**src/rtl/press_classifier.sv**
```systemverilog
// Purpose: classify a debounced button gesture as a short press, long press or double click.
// Latency: registered outputs; each pulse appears one cycle after its deciding condition.
// Backpressure: none; the pulses are single-cycle events that must be consumed when they occur.
module press_classifier #(
    parameter int LONG_CYC = 50_000_000,
    parameter int GAP_CYC  = 12_500_000,
    parameter int CW       = 26
) (
    input  logic clk,
    input  logic reset_n,
    input  logic db_level,
    input  logic db_tick,
    output logic short_tick,
    output logic long_tick,
    output logic double_tick,
    output logic held,
    output logic busy
);

    typedef enum logic [2:0] {
        IDLE   = 3'd0,
        PRESS1 = 3'd1,
        LONG   = 3'd2,
        GAP    = 3'd3,
        PRESS2 = 3'd4
    } state_t;

    localparam logic [CW-1:0] LONG_LAST = CW'(LONG_CYC - 1);
    localparam logic [CW-1:0] GAP_LAST  = CW'(GAP_CYC - 1);

    state_t        state_q, state_d;
    logic [CW-1:0] cnt_q, cnt_d;
    // Previous-cycle button level, used only to spot the release edge.
    logic          lvl_q;
    logic          short_q, short_d;
    logic          long_q, long_d;
    logic          double_q, double_d;
    logic          held_q, held_d;
    logic          busy_q, busy_d;
    logic          fall;

    assign fall = lvl_q & ~db_level;

    // Next-state, counter and output-pulse decisions for the gesture FSM.
    always_comb begin
        state_d  = state_q;
        short_d  = 1'b0;
        long_d   = 1'b0;
        double_d = 1'b0;
        unique case (state_q)
            IDLE: begin
                if (db_tick) state_d = PRESS1;
            end
            PRESS1: begin
                // A release on the threshold cycle still counts as a short press.
                if (fall) begin
                    state_d = GAP;
                end else if (cnt_q == LONG_LAST) begin
                    state_d = LONG;
                    long_d  = 1'b1;
                end
            end
            LONG: begin
                if (fall) state_d = IDLE;
            end
            GAP: begin
                // A re-press on the timeout cycle still makes a double click.
                if (db_tick) begin
                    state_d  = PRESS2;
                    double_d = 1'b1;
                end else if (cnt_q == GAP_LAST) begin
                    state_d = IDLE;
                    short_d = 1'b1;
                end
            end
            PRESS2: begin
                if (fall) state_d = IDLE;
            end
            default: state_d = IDLE;
        endcase

        // Counter restarts on every state change and only runs while timing a window.
        if (state_d != state_q) begin
            cnt_d = '0;
        end else if (state_q == PRESS1 || state_q == GAP) begin
            cnt_d = cnt_q + CW'(1);
        end else begin
            cnt_d = '0;
        end

        held_d = (state_d == LONG);
        busy_d = (state_d != IDLE);
    end

    // State, counter, level history and registered outputs with synchronous reset.
    always_ff @(posedge clk) begin
        if (!reset_n) begin
            state_q  <= IDLE;
            cnt_q    <= '0;
            lvl_q    <= 1'b0;
            short_q  <= 1'b0;
            long_q   <= 1'b0;
            double_q <= 1'b0;
            held_q   <= 1'b0;
            busy_q   <= 1'b0;
        end else begin
            state_q  <= state_d;
            cnt_q    <= cnt_d;
            lvl_q    <= db_level;
            short_q  <= short_d;
            long_q   <= long_d;
            double_q <= double_d;
            held_q   <= held_d;
            busy_q   <= busy_d;
        end
    end

    assign short_tick  = short_q;
    assign long_tick   = long_q;
    assign double_tick = double_q;
    assign held        = held_q;
    assign busy        = busy_q;

endmodule

```
**config.mk**
```make
export PLATFORM = sky130hd
export DESIGN_NAME = press_classifier
export DESIGN_NICKNAME = d
export VERILOG_FILES = /design/src/rtl/press_classifier.sv
export SDC_FILE = /design/constraint.sdc
export NUM_CORES = 1
export LEC_CHECK = 0
export CAP_MARGIN = 20
export CORE_UTILIZATION = 36
export DETAILED_ROUTE_END_ITERATION = 12
export GPL_TIMING_DRIVEN = 0
export PLACE_DENSITY = 0.55
export SLEW_MARGIN = 30
export SYNTH_ARGS = -nofsm -noshare
export SYNTH_HDL_FRONTEND = slang
export SYNTH_SLANG_ARGS = --single-unit
export TNS_END_PERCENT = 100
```
**constraint.sdc**
```tcl
create_clock -name clk -period 3.7 [get_ports clk]
set_input_delay 0.925 -clock clk [delete_from_list [all_inputs] [get_ports clk]]
set_output_delay 0.925 -clock clk [all_outputs]
set_load 0.005 [all_outputs]
```
==> results of run 1 <==
==> routing by layer <==
metal	routed length [um]	track usage	vias to the layer above
li1	-	-	732
met1	1708	0.2113	682
met5	0	0	-
met4	72	0.07111	0
met3	172	0.04416	9
met2	1682	0.2654	37
==> layout make-up <==
cell class / count / area (sq um)
fill: 432 / 2485
multi-input combinational: 145 / 925.9
sequential: 35 / 700.7
clock buffer: 6 / 82.58
timing repair buffer: 8 / 80.08
tap: 52 / 65.06
buffer: 8 / 47.55
clock inverter: 2 / 35.03
inverter: 6 / 22.52
==> worst max-delay path, stage by stage <==
cell	delay (ps)
clkdlybuf4s50_1	540
nand2b_1	200
nor2_1	50
o21ai_0	120
o311a_1	380
clkbuf_1	410
nor3_1	110
==> where the power goes <==
part,switching [mW],internal (mW),leakage [nW],total (mW)
combinational,0.0166,0.0150,0.235,0.0316
clock,0.141,0.218,0.0612,0.359
sequential,0.00343,0.380,0.283,0.384
==> flip-flops by register name (all words and copies together) (netlist names) <==
register     flops
cnt_q           26
double_tick      1
busy             1
short_tick       1
long_tick        1
held             1
state_q          3
lvl_q            1
==> final timing paths <==
path | cells after the start | slack, ps | endpoint
worst min-delay path | 1 | 490 | cnt_q[0]$_SDFF_PP0_
worst max register to register | 7 | 1330 | cnt_q[8]$_SDFF_PP0_
worst max-delay path | 7 | 1130 | cnt_q[8]$_SDFF_PP0_
worst min register to register | 1 | 490 | cnt_q[0]$_SDFF_PP0_
==> kinds of logic after synthesis <==
group | after synthesis
fa+ha+maj | 1
simple gates | 108
buf+inv | 14
xor+xnor | 24
compound gates | 12
flops | 35
==> layout by cell type, fill, tap and decap left out, drive strengths merged, types with 2 or more instances in the layout <==
master,instances
and3,3
nor4,10
nor3,28
and4,3
nor2,14
nand2,12
buf,4
and2,2
xor2,10
clkbuf,10
dfxtp,35
clkdlybuf4s50,8
a21oi,3
xnor2,14
nand3,14
nand2b,5
o21ai,3
inv,6
or3,2
nor4b,2
nand4,8
==> impl_metrics.ini, run 1 <==
[status]
status = finished, final reports clean

[drt]
ant_nets = 0
drt_first_pass_iters = 4
wirelength_um = 3636
via_per_inst = 5.573
wl_per_cell_um = 13.88
detail_route.iter0.violations = 74
vias = 1460
drt_drc_violations_left = 0

[timing]
clock.fmax_mhz = 388.8
max_slew_margin = 0.4874
slew_violations = 0
final-setup-viol-count = 0
period_needed_ps = 2572
finalCritPeriodShare = 0.6952
layout_setup_ws_ps = 1128
clock_skew_ps = 9.766
rsz0062_at_grt = no
setup_tns_ps = 0
tightest_slew_ps = 762.6
final-hold-violation-count = 0
hold_slack_ps = 488.2

[critical_path]
critPathMaxFanout = 10
crit_start = db_tick
worst_setup_path_end_kind = register
cp-start-kind = input port
critPathKind = input port to register
required_ps = 3860
cp.arrival_ps = 2730
r2r_start = cnt_q[0]$_SDFF_PP0_

[global_routing]
overflow = 0
antenna_found_initial = 0
first_global_vias = 1352
grt_max_degree = 12
grt.total_usage = 0.1656
grt_first_pass_wirelength_um = 6396

[floorplanning]
row_count = 24
io_pins = 9
die_x_um = 70.65
die_area_sq_mm = 0.004991
dieHeight_um = 70.65
initial_core_util = 0.3818
core_sq_mm = 0.004444

[layout]
drive_gt1_frac = 0.09524
final_area_sq_mm = 0.001959
finalNetCount = 214
stdcell_count = 262
diodes = 0
post-route-util = 0.4409
syn_to_final_growth_pct = 15.49

[synth]
syn_area_sq_mm = 0.001697
synth_top_family_by_area = simple AND/OR/NAND/NOR gates
synth_seq_cells = 35
synth.area.top_cells = dfxtp_1, nor3_1, xnor2_1, xor2_1, nand3_1
synthTopCellsByCount = dfxtp_1, nor3_1, nor2_1, xnor2_1, nand3_1
synth-compound-area-share = 0.05457
synthDistinctLibCells = 37
synth-simple-area-share = 0.3599
yosysWarnings = 0
async_reset_ff_frac = 0
syn_area_per_cell_sq_um = 8.746
syn_inst = 194
synth_xor_area_frac = 0.1239
syn-num-nets = 199
synth_area_leader_cell = dfxtp_1
yosysMostFrequentCell = dfxtp_1
ys_seq_area_frac = 0.4130
synth_edf_count = 0
synth_adder_area_share = 0.007375
synthMuxAreaShare = 0
synth_top_area_frac = 0.4130
synthFlopType = dfxtp_1

[pwr]
p_leak_nw = 0.5787
ir_drop_v = 0.0002318
powerDensity_mw_per_mm2 = 395.1
p_total_uw = 774.2

[cts]
cts-htree-levels = 2
root_buffer = clkbuf_8
cts_hold_repair.buffers = 0
clockBufferDepth = 2
clk_pin_slew_worst_paths_ps = 70
insertion_delay_ps = 290
post_cts_resized = 0
clock_sinks = 35
cts_buffers = 5
post_cts.repair.setup_buffers = 0
cts_tree = yes

[place]
dp_slack_ps = 807.7
portBuffers = 8
place_area_sq_mm = 0.001842
hpwl_um = 2655
dpl.cell_count = 254
place_congestion = 0.7912

[flow_run]
maxCapViolCount = 0

[min_path]
hold_start = cnt_q[0]$_SDFF_PP0_
hold_class = register to register
Note: power is estimated with default switching activity, not from simulation.
==> inputs of run 2 (changes only) <==
--- a/config.mk
+++ b/config.mk
@@ -9,7 +9,7 @@
 export CORE_UTILIZATION = 36
 export DETAILED_ROUTE_END_ITERATION = 12
 export GPL_TIMING_DRIVEN = 0
-export PLACE_DENSITY = 0.55
+export PLACE_DENSITY = 0.57
 export SLEW_MARGIN = 30
 export SYNTH_ARGS = -nofsm -noshare
 export SYNTH_HDL_FRONTEND = slang
==> constraint.sdc (replaced) <==
create_clock -name clk -period 2.3 [get_ports clk]
set_input_delay 0.575 -clock clk [delete_from_list [all_inputs] [get_ports clk]]
set_output_delay 0.575 -clock clk [all_outputs]
set_load 0.005 [all_outputs]
==> run 2 against run 1 <==
Net effect: the flow now finishes with violations (DRC); sequential cell count did not move; largest cell class unchanged; largest power group unchanged; via count fell by 2.7%; clock skew fell by 3.6 ps; final cell count rose by 0.76%; routed wire length rose by 0.99%; setup slack got worse by 1000 ps; clock power rose by 20%; first-iteration DRC count fell by 18%; critical path depth did not move; core utilization fell by 0.14 points; register-to-register slack got worse by 1200 ps; critical path type is now register to register; non-clock buffer count rose by 2.
==> impl_metrics.ini, run 2 (synthesis results as in run 1) <==
[layout]
finalNetCount = 216
largest_reg_flops = 26
multiInputGateArea_sq_um = 937.1
final_common_cell = dfxtp_1
ff_latch_area_sq_um = 700.7
drive_gt1_frac = 0.1038
fillCellCount = 466
diodes = 0
top_regs = cnt_q x26, state_q x3
syn_to_final_growth_pct = 15.12
regMostFlops = cnt_q
mostFrequentLayoutCells = dfxtp_1, nor3_1, nor2_1, xnor2_1, nand3_1
final_area_sq_mm = 0.001953
stdcell_count = 264

[place]
hpwl_um = 2586
portBuffers = 8
place_congestion = 0.8968
place_area_sq_mm = 0.001842
dpl.cell_count = 254
dp_slack_ps = -303.4

[critical_path]
cp-start-kind = register
worst_path_dominant_cell_family = simple AND/OR/NAND/NOR gates
required_ps = 2470
slowest_delay_ps = 430
worst_setup_path_end_kind = register
crit_chain = ha_1 > and4_1 > nand3_1 > or3_4 > a31oi_4 > buf_4 > nor3_1
critPathKind = register to register
worst-path-buf-inv = 1
cp.arrival_ps = 2340
critPathMaxFanout = 5
slowest_stage = or3_4

[drt]
drt_drc_violations_left = 4
vias = 1420
wirelength_um = 3672
detail_route.iter0.violations = 61
drt_first_pass_iters = 9
wl_per_cell_um = 13.91
ant_nets = 0
via_per_inst = 5.379

[global_routing]
grt_first_pass_wirelength_um = 6147
grt_max_degree = 11
first_global_vias = 1236
grt.total_usage = 0.1623
overflow = 0
antenna_found_initial = 0

[floorplanning]
die_area_sq_mm = 0.004991
row_count = 24
initial_core_util = 0.3818
dieHeight_um = 70.65
core_sq_mm = 0.004444
die_x_um = 70.65
io_pins = 9

[timing]
final-hold-violation-count = 0
layout_setup_ws_ps = 130.9
setup_tns_ps = 0
finalCritPeriodShare = 0.9431
clock.fmax_mhz = 461.0
period_needed_ps = 2169
max_slew_margin = 0.5053
clock_skew_ps = 6.192
final-setup-viol-count = 0
slew_violations = 0
tightest_slew_ps = 735.9

[cts]
clockBufferDepth = 2
clock_sinks = 35
clk_pin_slew_worst_paths_ps = 70
root_buffer = clkbuf_8
cts_buffers = 5
cts_tree = yes
insertion_delay_ps = 290
cts-htree-levels = 2
cts_hold_repair.buffers = 0

[pwr]
p_total_mw = 1.102
ir_drop_v = 0.0002148
powerDensity_mw_per_mm2 = 564.1
p_leak_nw = 0.5679

[min_path]
hold_class = register to register

[status]
status = complete, but fails checks
violations = DRC

[flow_run]
maxCapViolCount = 0
-- run 2: cell types whose count changed in the layout (fill, tap and decap cells not counted), sizes merged --
cell / change
buf: +2
clkbuf: +1
bufinv: -1
-- run 2: per-layer routing --
layer	part of all wire	vias to the layer above	routed length, um	GRT usage
met1	0.50	656	1829	0.2257
met2	0.44	28	1609	0.2330
met3	0.048	6	175	0.05128
met4	0.016	0	59	0.06667
met5	0	-	0	0
li1	-	730	-	-
-- run 2: where the power goes --
group	total, mW	internal, mW	switching, mW
Sequential	0.618	0.612	0.00576
Clock	0.430	0.212	0.217
Combinational	0.0547	0.0269	0.0279
Total	1.10	0.851	0.251
-- run 2: final timing paths --
path                                             end  cells after the start                 from  slack (ps)
worst max-delay path            cnt_q[19]$_SDFF_PP0_                      7  cnt_q[0]$_SDFF_PP0_         130
worst min-delay path             cnt_q[0]$_SDFF_PP0_                      1  cnt_q[0]$_SDFF_PP0_         490
worst max register to register  cnt_q[19]$_SDFF_PP0_                      7  cnt_q[0]$_SDFF_PP0_         130
worst min register to register   cnt_q[0]$_SDFF_PP0_                      1  cnt_q[0]$_SDFF_PP0_         490
-- run 2: metrics by stage --
stage,util,hold WS [ps]
3_5_place_dp,0.4144,477.9
5_1_grt,0.4395,528.1
4_1_cts,0.4336,493.2
2_1_floorplan,-,451.9
6_report,0.4395,486.9
3_3_place_gp,0.4144,477.5
-- run 2: final cells by class --
| type | instances | share of cell area |
|---|---|---|
| buffer | 8 | 0.02627 |
| clock buffer | 7 | 0.03908 |
| clock inverter | 1 | 0.002562 |
| inverter | 6 | 0.01153 |
| multi-input combinational | 145 | 0.4798 |
| sequential | 35 | 0.3587 |
| tap | 52 | 0.03331 |
| timing repair buffer | 10 | 0.04869 |
-- run 2: worst register-to-register path, delay by kind of cell (launching register included) --
family / cells / cell delay [ps]
AND/OR/NAND/NOR: 4 / 990
AO/OA/AOI/OAI: 1 / 260
adder cells (fa/ha/maj): 1 / 250
flip-flops: 1 / 370
buffers and inverters: 1 / 190
-- run 2: repair_timing --
item,CTS,global route
endpoints found under the setup margin,19,23
pin swaps,1,1
cloned,0,0
resized for setup,2,2
setup buffers,0,2
